**config.mk**
```make
export PLATFORM = sky130hd
export DESIGN_NAME = decoder_scan_sequencer_flat
export DESIGN_NICKNAME = d
export VERILOG_FILES = /design/src/rtl/decoder_scan_sequencer_if.sv /design/src/rtl/decoder_scan_sequencer.sv /design/src/flat_wrapper.sv
export SDC_FILE = /design/constraint.sdc
export NUM_CORES = 1
export LEC_CHECK = 0
export CAP_MARGIN = 20
export CORE_MARGIN = 1.5
export CORE_UTILIZATION = 30
export DETAILED_ROUTE_END_ITERATION = 10
export PLACE_DENSITY = 0.46
export SYNTH_ARGS = -nofsm -noshare
export SYNTH_HDL_FRONTEND = slang
export SYNTH_SLANG_ARGS = --single-unit
```
**constraint.sdc**
```tcl
create_clock -name clk -period 2.4 [get_ports clk]
set_clock_uncertainty 0.1 [all_clocks]
set_input_delay 0.48 -clock clk [delete_from_list [all_inputs] [get_ports clk]]
set_output_delay 0.48 -clock clk [all_outputs]
set_load 0.005 [all_outputs]
```
**src/rtl/decoder_scan_sequencer_if.sv**
```systemverilog
// Handshake bundle between a scan controller and the decoder_scan_sequencer.
// The master drives control and mask; the slave returns the scanned code and status.
interface decoder_scan_sequencer_if;
    logic        start;
    logic        stop;
    logic        cont;
    logic [15:0] skip_mask;
    logic [3:0]  sel;
    logic        active;
    logic        done;
    logic        wrap;

    modport master (output start, stop, cont, skip_mask,
                    input  sel, active, done, wrap);
    modport slave  (input  start, stop, cont, skip_mask,
                    output sel, active, done, wrap);
endinterface

```
**src/rtl/decoder_scan_sequencer.sv**
```systemverilog
// Steps a 4-bit decoder select through the unmasked codes 0..15, holding each
// code DWELL clocks, with one-shot/continuous modes and done/wrap pulses.
module decoder_scan_sequencer #(
    parameter int DWELL   = 30,
    parameter int DWELL_W = 16
) (
    input logic                    clk,
    input logic                    rst,
    decoder_scan_sequencer_if.slave bus
);
    typedef enum logic {IDLE, SCAN} state_t;

    localparam logic [DWELL_W-1:0] LAST = DWELL_W'(DWELL - 1);

    state_t             state;
    logic [DWELL_W-1:0] cnt;
    logic               cont_q;
    logic [15:0]        mask_q;
    logic [3:0]         sel_q;
    logic               active_q;
    logic               done_q;
    logic               wrap_q;

    logic [15:0]        above;
    logic [4:0]         start_pick;
    logic [4:0]         wrap_pick;
    logic [4:0]         next_pick;

    // {found, code} of the lowest set bit
    function automatic logic [4:0] lowest(input logic [15:0] m);
        logic [4:0] r;
        r = 5'd0;
        for (int i = 15; i >= 0; i--)
            if (m[i]) r = {1'b1, 4'(i)};
        return r;
    endfunction

    always_comb begin
        above = '0;
        for (int i = 0; i < 16; i++)
            above[i] = (5'(i) > {1'b0, sel_q});
        start_pick = lowest(~bus.skip_mask);
        wrap_pick  = lowest(~mask_q);
        next_pick  = lowest(~mask_q & above);
    end

    always_ff @(posedge clk) begin
        if (rst) begin
            state    <= IDLE;
            cnt      <= '0;
            cont_q   <= 1'b0;
            mask_q   <= '0;
            sel_q    <= '0;
            active_q <= 1'b0;
            done_q   <= 1'b0;
            wrap_q   <= 1'b0;
        end else begin
            done_q <= 1'b0;
            wrap_q <= 1'b0;
            case (state)
                IDLE: begin
                    if (!bus.stop && bus.start) begin
                        if (!start_pick[4]) begin
                            done_q <= 1'b1;
                        end else begin
                            cont_q   <= bus.cont;
                            mask_q   <= bus.skip_mask;
                            sel_q    <= start_pick[3:0];
                            cnt      <= '0;
                            active_q <= 1'b1;
                            state    <= SCAN;
                        end
                    end
                end
                SCAN: begin
                    if (bus.stop) begin
                        state    <= IDLE;
                        sel_q    <= '0;
                        active_q <= 1'b0;
                        cnt      <= '0;
                    end else if (cnt == LAST) begin
                        cnt <= '0;
                        if (next_pick[4]) begin
                            sel_q <= next_pick[3:0];
                        end else if (cont_q) begin
                            sel_q  <= wrap_pick[3:0];
                            wrap_q <= 1'b1;
                        end else begin
                            state    <= IDLE;
                            sel_q    <= '0;
                            active_q <= 1'b0;
                            done_q   <= 1'b1;
                        end
                    end else begin
                        cnt <= cnt + DWELL_W'(1);
                    end
                end
                default: state <= IDLE;
            endcase
        end
    end

    assign bus.sel    = sel_q;
    assign bus.active = active_q;
    assign bus.done   = done_q;
    assign bus.wrap   = wrap_q;
endmodule

```
**src/flat_wrapper.sv**
```systemverilog
// flat-port wrapper written by rule: the top's interface ports become plain ports
module decoder_scan_sequencer_flat 
#(
    parameter int DWELL   = 30,
    parameter int DWELL_W = 16
)
  (clk, rst, bus_start, bus_stop, bus_cont, bus_skip_mask, bus_sel, bus_active, bus_done, bus_wrap);
  decoder_scan_sequencer_if bus_i ();
  input logic clk;
  input logic rst;
  input wire logic [$bits(bus_i.start)-1:0] bus_start;
  input wire logic [$bits(bus_i.stop)-1:0] bus_stop;
  input wire logic [$bits(bus_i.cont)-1:0] bus_cont;
  input wire logic [$bits(bus_i.skip_mask)-1:0] bus_skip_mask;
  output wire logic [$bits(bus_i.sel)-1:0] bus_sel;
  output wire logic [$bits(bus_i.active)-1:0] bus_active;
  output wire logic [$bits(bus_i.done)-1:0] bus_done;
  output wire logic [$bits(bus_i.wrap)-1:0] bus_wrap;
  assign bus_i.start = bus_start;
  assign bus_i.stop = bus_stop;
  assign bus_i.cont = bus_cont;
  assign bus_i.skip_mask = bus_skip_mask;
  assign bus_sel = bus_i.sel;
  assign bus_active = bus_i.active;
  assign bus_done = bus_i.done;
  assign bus_wrap = bus_i.wrap;
  decoder_scan_sequencer #(.DWELL(DWELL), .DWELL_W(DWELL_W)) u_core (.clk(clk), .rst(rst), .bus(bus_i));
endmodule
```
==> run summary, run 1 <==
status: complete, no violations
CTS sink cnt: 41
Comb power frac: 0.178
largest net degree at the start of global routing: 36
worst setup path category: reg -> out
WL/cell: 16.1 um
most frequent cells in the layout: 54 x buf_4, 42 x nand2_1, 40 x nor2_1
synthesized area: 2650 um2
R2R setup slack: 230 ps
number of fill cells: 914
number of global-route vias before repair: 2749
pwr dens: 490 nW/um2
Post-Route WL: 8610 um
R2R cell count: 7
Max Buffers Root-to-Sink: 2
clk root buf: clkbuf_8
Cells after Synth: 361
asr flop ratio synth: 0
Tcrit/Tclk final: 0.907
switching power: 466 uW
Die Ht: 96.9 um
Inserted Diodes: 0
crit-path max FO: 10
Post-Synth XOR/XNOR Area: 0
Crit path arrival time: 1600 ps
Adder-Cell Fraction of Synth Area: 0.00946
synthesized flop and latch total: 41
Syn Nets: 384
Worst Setup EP: bus_sel[0]
residual DRC count: 0
Post-synth EDFFs: 0
Cell Count, Final, Fillers Out: 536
number of DRC markers in iteration 0: 188
area grow syn2layout: 34.0%
DRT Pass-1 Iters: 4
Max VDD drop: 0.000264 V
htree depth: 2
Post-synth top flop: dfxtp_1
switching share of total power: 0.268
GRT Overall Usage: 0.189
CP startpoint kind: flip-flop
Fin. Hold Viols: 0
Remaining Overflow, GRT: 0
P_int: 1.27 mW
endpoint type of the worst setup path: output port
CTS tree: yes
Post-CTS Setup Inserts: 0
sequential power share: 0.422
Reg area: 825 um2
CP Data Required Time: 1820 ps
initial antenna violation count: 0
sequential fraction of the synthesis area: 0.310
total CTS buffers: 5
routability congestion estimate: 0.863
Die Area: 9390 um2
FF-to-FF End: u_core.bus.sel[0]$_SDFFE_PP0P_
DP Cell Count: 528
largest family of logic cells by synthesized area: compound AO/OA/AOI/OAI gates
Die W: 96.9 um
Leakage: 1.26 nW
post-route ant nets: 0
Hold WC Path Type: reg -> reg
commonest non-fill, non-tap cell in the layout: buf_4
Clock Latency Late Sink: 310 ps
post-layout min period: 2180 ps
mux share of post-synthesis cell area: 0.00378
post-route cell area: 3540 um2
Slew @ Worst Pin: 567 ps
Mean Syn Cell Area: 7.33 um2
post-DP HPWL: 6500 um
maxcap violations: 0
Clock Power Share: 0.400
utilization after layout: 0.410
Max Freq: 0.460 GHz
area taken by multi-input logic gates: 1680 um2
Worst slew margin: 0.620
Core Area: 8640 um2
Placed Area: 3380 um2
Compound-Gate Fraction of Synth Area: 0.338
worst r2r src: u_core.bus.sel[1]$_SDFFE_PP0P_
count of different cell masters after synthesis: 61
via count: 2918
Clock Pin Slew Worst Setup and Hold Paths: 90 ps
yosys warns: 0
beginning of the critical path: u_core.bus.sel[0]$_SDFFE_PP0P_
Setup-failing EPs final: 0
first-pass GRT wire length: 14400 um
share of layout cells above drive strength 1: 0.201
Vias/cell: 5.44
Layout Nets: 450
FP Rows: 34
Starting Density: 0.306
# port buffers: 27
fin. max-slew vios: 0
Post-Synth Simple-Gate Area: 0.276
Ports: 28
[worst max-delay path, stage by stage, from the launching register on]
cell and delay, ps:
dfxtp_1 580, buf_4 220, clkdlybuf4s50_1 500
[repair_timing]
| action | 4_1_cts | 5_1_grt |
|---|---|---|
| resized for setup | 0 | 7 |
| hold buffers | 0 | 0 |
| setup endpoints to repair | 0 | 6 |
[cells by family after synthesis]
| group | count (synthesis) |
|---|---|
| compound gates | 134 |
| fa+ha+maj | 2 |
| buf+inv | 37 |
| flops | 41 |
| mux | 1 |
| simple gates | 146 |
[sequential cells by signal, indices dropped and copies added, names as in the netlist]
name / cells
u_core.bus.active: 1
u_core.bus.done: 1
u_core.bus.sel: 4
u_core.bus.wrap: 1
u_core.cnt: 16
u_core.cont_q: 1
u_core.mask_q: 16
u_core.state: 1
[synth_stat cells, types with 3 or more instances]
master,n,share of area
a211oi_2,3,0.014
a21o_1,4,0.011
a21oi_1,36,0.068
a21oi_2,3,0.0099
a311oi_1,7,0.023
a31oi_1,7,0.017
a32oi_1,3,0.0099
a41oi_1,3,0.0099
and2_1,3,0.0071
and3_1,3,0.0071
buf_2,8,0.015
clkbuf_1,10,0.014
dfxtp_1,41,0.31
inv_1,13,0.018
nand2_1,42,0.060
nand2b_1,4,0.0095
nand3_1,10,0.019
nand4_1,9,0.021
nor2_1,40,0.057
nor2b_1,4,0.0095
nor3_1,10,0.019
nor3b_1,3,0.0085
nor4_1,5,0.012
o211ai_1,8,0.023
o21ai_0,34,0.064
[power groups by stage]
stage / logic, mW / registers [mW] / clock network (mW)
3_5_place_dp: 0.306 / 0.747 / 0
3_3_place_gp: 0.308 / 0.747 / 0
5_1_grt: 0.341 / 0.736 / 0.730
6_report: 0.310 / 0.733 / 0.694
2_1_floorplan: 0.153 / 0.732 / 0
4_1_cts: 0.307 / 0.730 / 0.700
[how the worst min path moves through the flow]
stage / start / endpoint / cells after the start
floorplan: u_core.cnt[15]$_SDFFE_PP0P_ / u_core.cnt[15]$_SDFFE_PP0P_ / 1
global placement: u_core.cnt[4]$_SDFFE_PP0P_ / u_core.cnt[4]$_SDFFE_PP0P_ / 2
detailed placement: u_core.cnt[15]$_SDFFE_PP0P_ / u_core.cnt[15]$_SDFFE_PP0P_ / 1
CTS: u_core.cnt[4]$_SDFFE_PP0P_ / u_core.cnt[4]$_SDFFE_PP0P_ / 2
global route: u_core.cnt[15]$_SDFFE_PP0P_ / u_core.cnt[15]$_SDFFE_PP0P_ / 1
finish: u_core.cnt[15]$_SDFFE_PP0P_ / u_core.cnt[15]$_SDFFE_PP0P_ / 1
[metal layers]
metal  share of wire  vias up  wire (um)  global-route usage
met3           0.045       10        386              0.0282
met4           0.018        0        151              0.0635
met1            0.53     1354       4590               0.284
met5               0        -          0                   0
li1                -     1476          -                   -
met2            0.40       78       3480               0.272
[layout make-up]
cell class | instances | share of cell area
Multi-Input combinational cell | 283 | 0.475
Sequential cell | 41 | 0.233
Timing Repair Buffer | 83 | 0.202
Tap cell | 108 | 0.0381
Clock buffer | 5 | 0.0194
Clock inverter | 3 | 0.0194
Inverter | 13 | 0.0138
[through the flow]
stage	setup WS [ps]	TNS, ps	power, mW	hold WS (ps)
CTS	87.3	0	1.74	413
global placement	-59.2	-339	1.05	391
detailed placement	-83.4	-520	1.05	394
floorplan	481	0	0.885	352
finish	224	0	1.74	413
global route	-7.99	-7.99	1.81	444
No activity file was read; power rests on OpenSTA's default activity.
==> run 2, diff against run 1 <==
Settings changed: CORE_UTILIZATION 30 to 55, PLACE_DENSITY 0.46 to 0.76.
==> run 2 against run 1 <==
Die area fell by 44%. Maximum frequency fell by 3.6%. Combinational power fell by 9.4%. Final cell count fell by 13%. Clock-buffer cell count rose by 1. Hold slack improved by 16 ps. Largest power group unchanged.
==> run summary, run 2 (synthesis gave the netlist of run 1 again) <==
initial antenna violation count: 0
# port buffers: 27
P_int: 1.07 mW
switching power: 428 uW
status: complete, no violations
residual DRC count: 0
met1 usage: 0.418
Vias/cell: 6.23
maxcap violations: 0
Die Ht: 72.4 um
via count: 2922
Ports: 28
fin. max-slew vios: 0
Clock Latency Late Sink: 300 ps
Tcrit/Tclk final: 0.940
Remaining Overflow, GRT: 0
most frequent cells in the layout: 42 x nand2_1, 42 x buf_4, 41 x dfxtp_1
worst setup path category: reg -> reg
number of fill cells: 417
first-pass GRT wire length: 11900 um
Layout Nets: 437
routability congestion estimate: 0.903
Clock Pin Slew Worst Setup and Hold Paths: 80 ps
Clock Power Share: 0.322
endpoint type of the worst setup path: flip-flop
Placed Area: 3190 um2
crit-path max FO: 14
DRT Pass-1 Iters: 6
Max Buffers Root-to-Sink: 2
total CTS buffers: 5
clk root buf: clkbuf_8
Core Area: 4690 um2
M3 GR Usage: 0.0569
CTS tree: yes
Top Usage Layer GRT: met2
largest net degree at the start of global routing: 33
Max VDD drop: 0.000330 V
Starting Density: 0.564
Leakage: 1.15 nW
switching share of total power: 0.286
Crit path arrival time: 2380 ps
htree depth: 2
Hold WC Path Type: reg -> reg
post-DP HPWL: 5590 um
area grow syn2layout: 24.8%
utilization after layout: 0.704
WL/cell: 15.9 um
post-route ant nets: 0
GRT Overall Usage: 0.292
CP Data Required Time: 2520 ps
Worst slew margin: 0.650
number of global-route vias before repair: 2503
area taken by multi-input logic gates: 1660 um2
Comb power frac: 0.188
number of DRC markers in iteration 0: 227
Setup-failing EPs final: 0
Max Freq: 0.443 GHz
Inserted Diodes: 0
RSZ-0062 raised after global routing: false
Reg area: 821 um2
met2 Resource Use GR: 0.443
Post-Route WL: 7480 um
post-layout min period: 2260 ps
CP startpoint kind: flip-flop
FP Rows: 25
Die W: 72.4 um
Fin. Hold Viols: 0
share of layout cells above drive strength 1: 0.164
post-route cell area: 3300 um2
Slew @ Worst Pin: 525 ps
pwr dens: 453 nW/um2
sequential power share: 0.490
Die Area: 5230 um2
CTS sink cnt: 41
run 2: cell count changes in the layout (fill, tap and decap cells not counted), sizes merged:
cell | before | now
buf | 56 | 43
bufinv | 2 | 0
clkinv | 0 | 2
clkbuf | 5 | 6
inv | 14 | 13
run 2: worst paths after layout:
kind                                  start                             end  slack, ps  depth (start not counted)
min reg2reg     u_core.cnt[11]$_SDFFE_PP0P_     u_core.cnt[11]$_SDFFE_PP0P_        430                          1
max reg2reg  u_core.bus.sel[1]$_SDFFE_PP0P_  u_core.bus.sel[1]$_SDFFE_PP0P_        140                          6
min             u_core.cnt[11]$_SDFFE_PP0P_     u_core.cnt[11]$_SDFFE_PP0P_        430                          1
max          u_core.bus.sel[1]$_SDFFE_PP0P_  u_core.bus.sel[1]$_SDFFE_PP0P_        140                          6
run 2: timing repair:
action	4_1_cts	5_1_grt
buffers inserted	0	2
resized for setup	0	1
setup endpoints to repair	0	2
hold buffers	0	0
run 2: stage by stage:
step	hold slack [ps]	worst slack [ps]	power, mW	setup TNS, ps	std cells
after floorplan	352	481	0.885	0	361
after global placement	380	-74.4	1.02	-496	459
after detailed placement	387	-138	1.02	-1180	459
after CTS	417	149	1.49	0	467
after global routing	440	35.3	1.55	0	469
final	430	144	1.50	0	469
run 2: cell type report:
cell class                      count  area share
Clock buffer                        6      0.0250
Clock inverter                      2     0.00417
Inverter                           13      0.0148
Multi-Input combinational cell    283       0.504
Sequential cell                    41       0.249
Tap cell                           54      0.0205
Timing Repair Buffer               70       0.183
run 2: power groups by stage:
stage	registers, mW	clock network (mW)	logic, mW
global route	0.737	0.510	0.307
finish	0.734	0.481	0.281
floorplan	0.732	0	0.153
global placement	0.748	0	0.271
CTS	0.732	0.486	0.275
detailed placement	0.748	0	0.274
run 2: layer usage:
layer  vias to the layer above  part of all wire
li1                       1451                 -
met1                      1330              0.47
met2                       128              0.44
met3                        13             0.076
met4                         0             0.018
met5                         -                 0
run 2: critical path, cell delays in order (launching register included):
cell and delay (ps):
dfxtp_1 610, and3_1 270, o22ai_1 110, nand4b_1 250
nor3_2 420, o211ai_1 190, a41oi_1 230
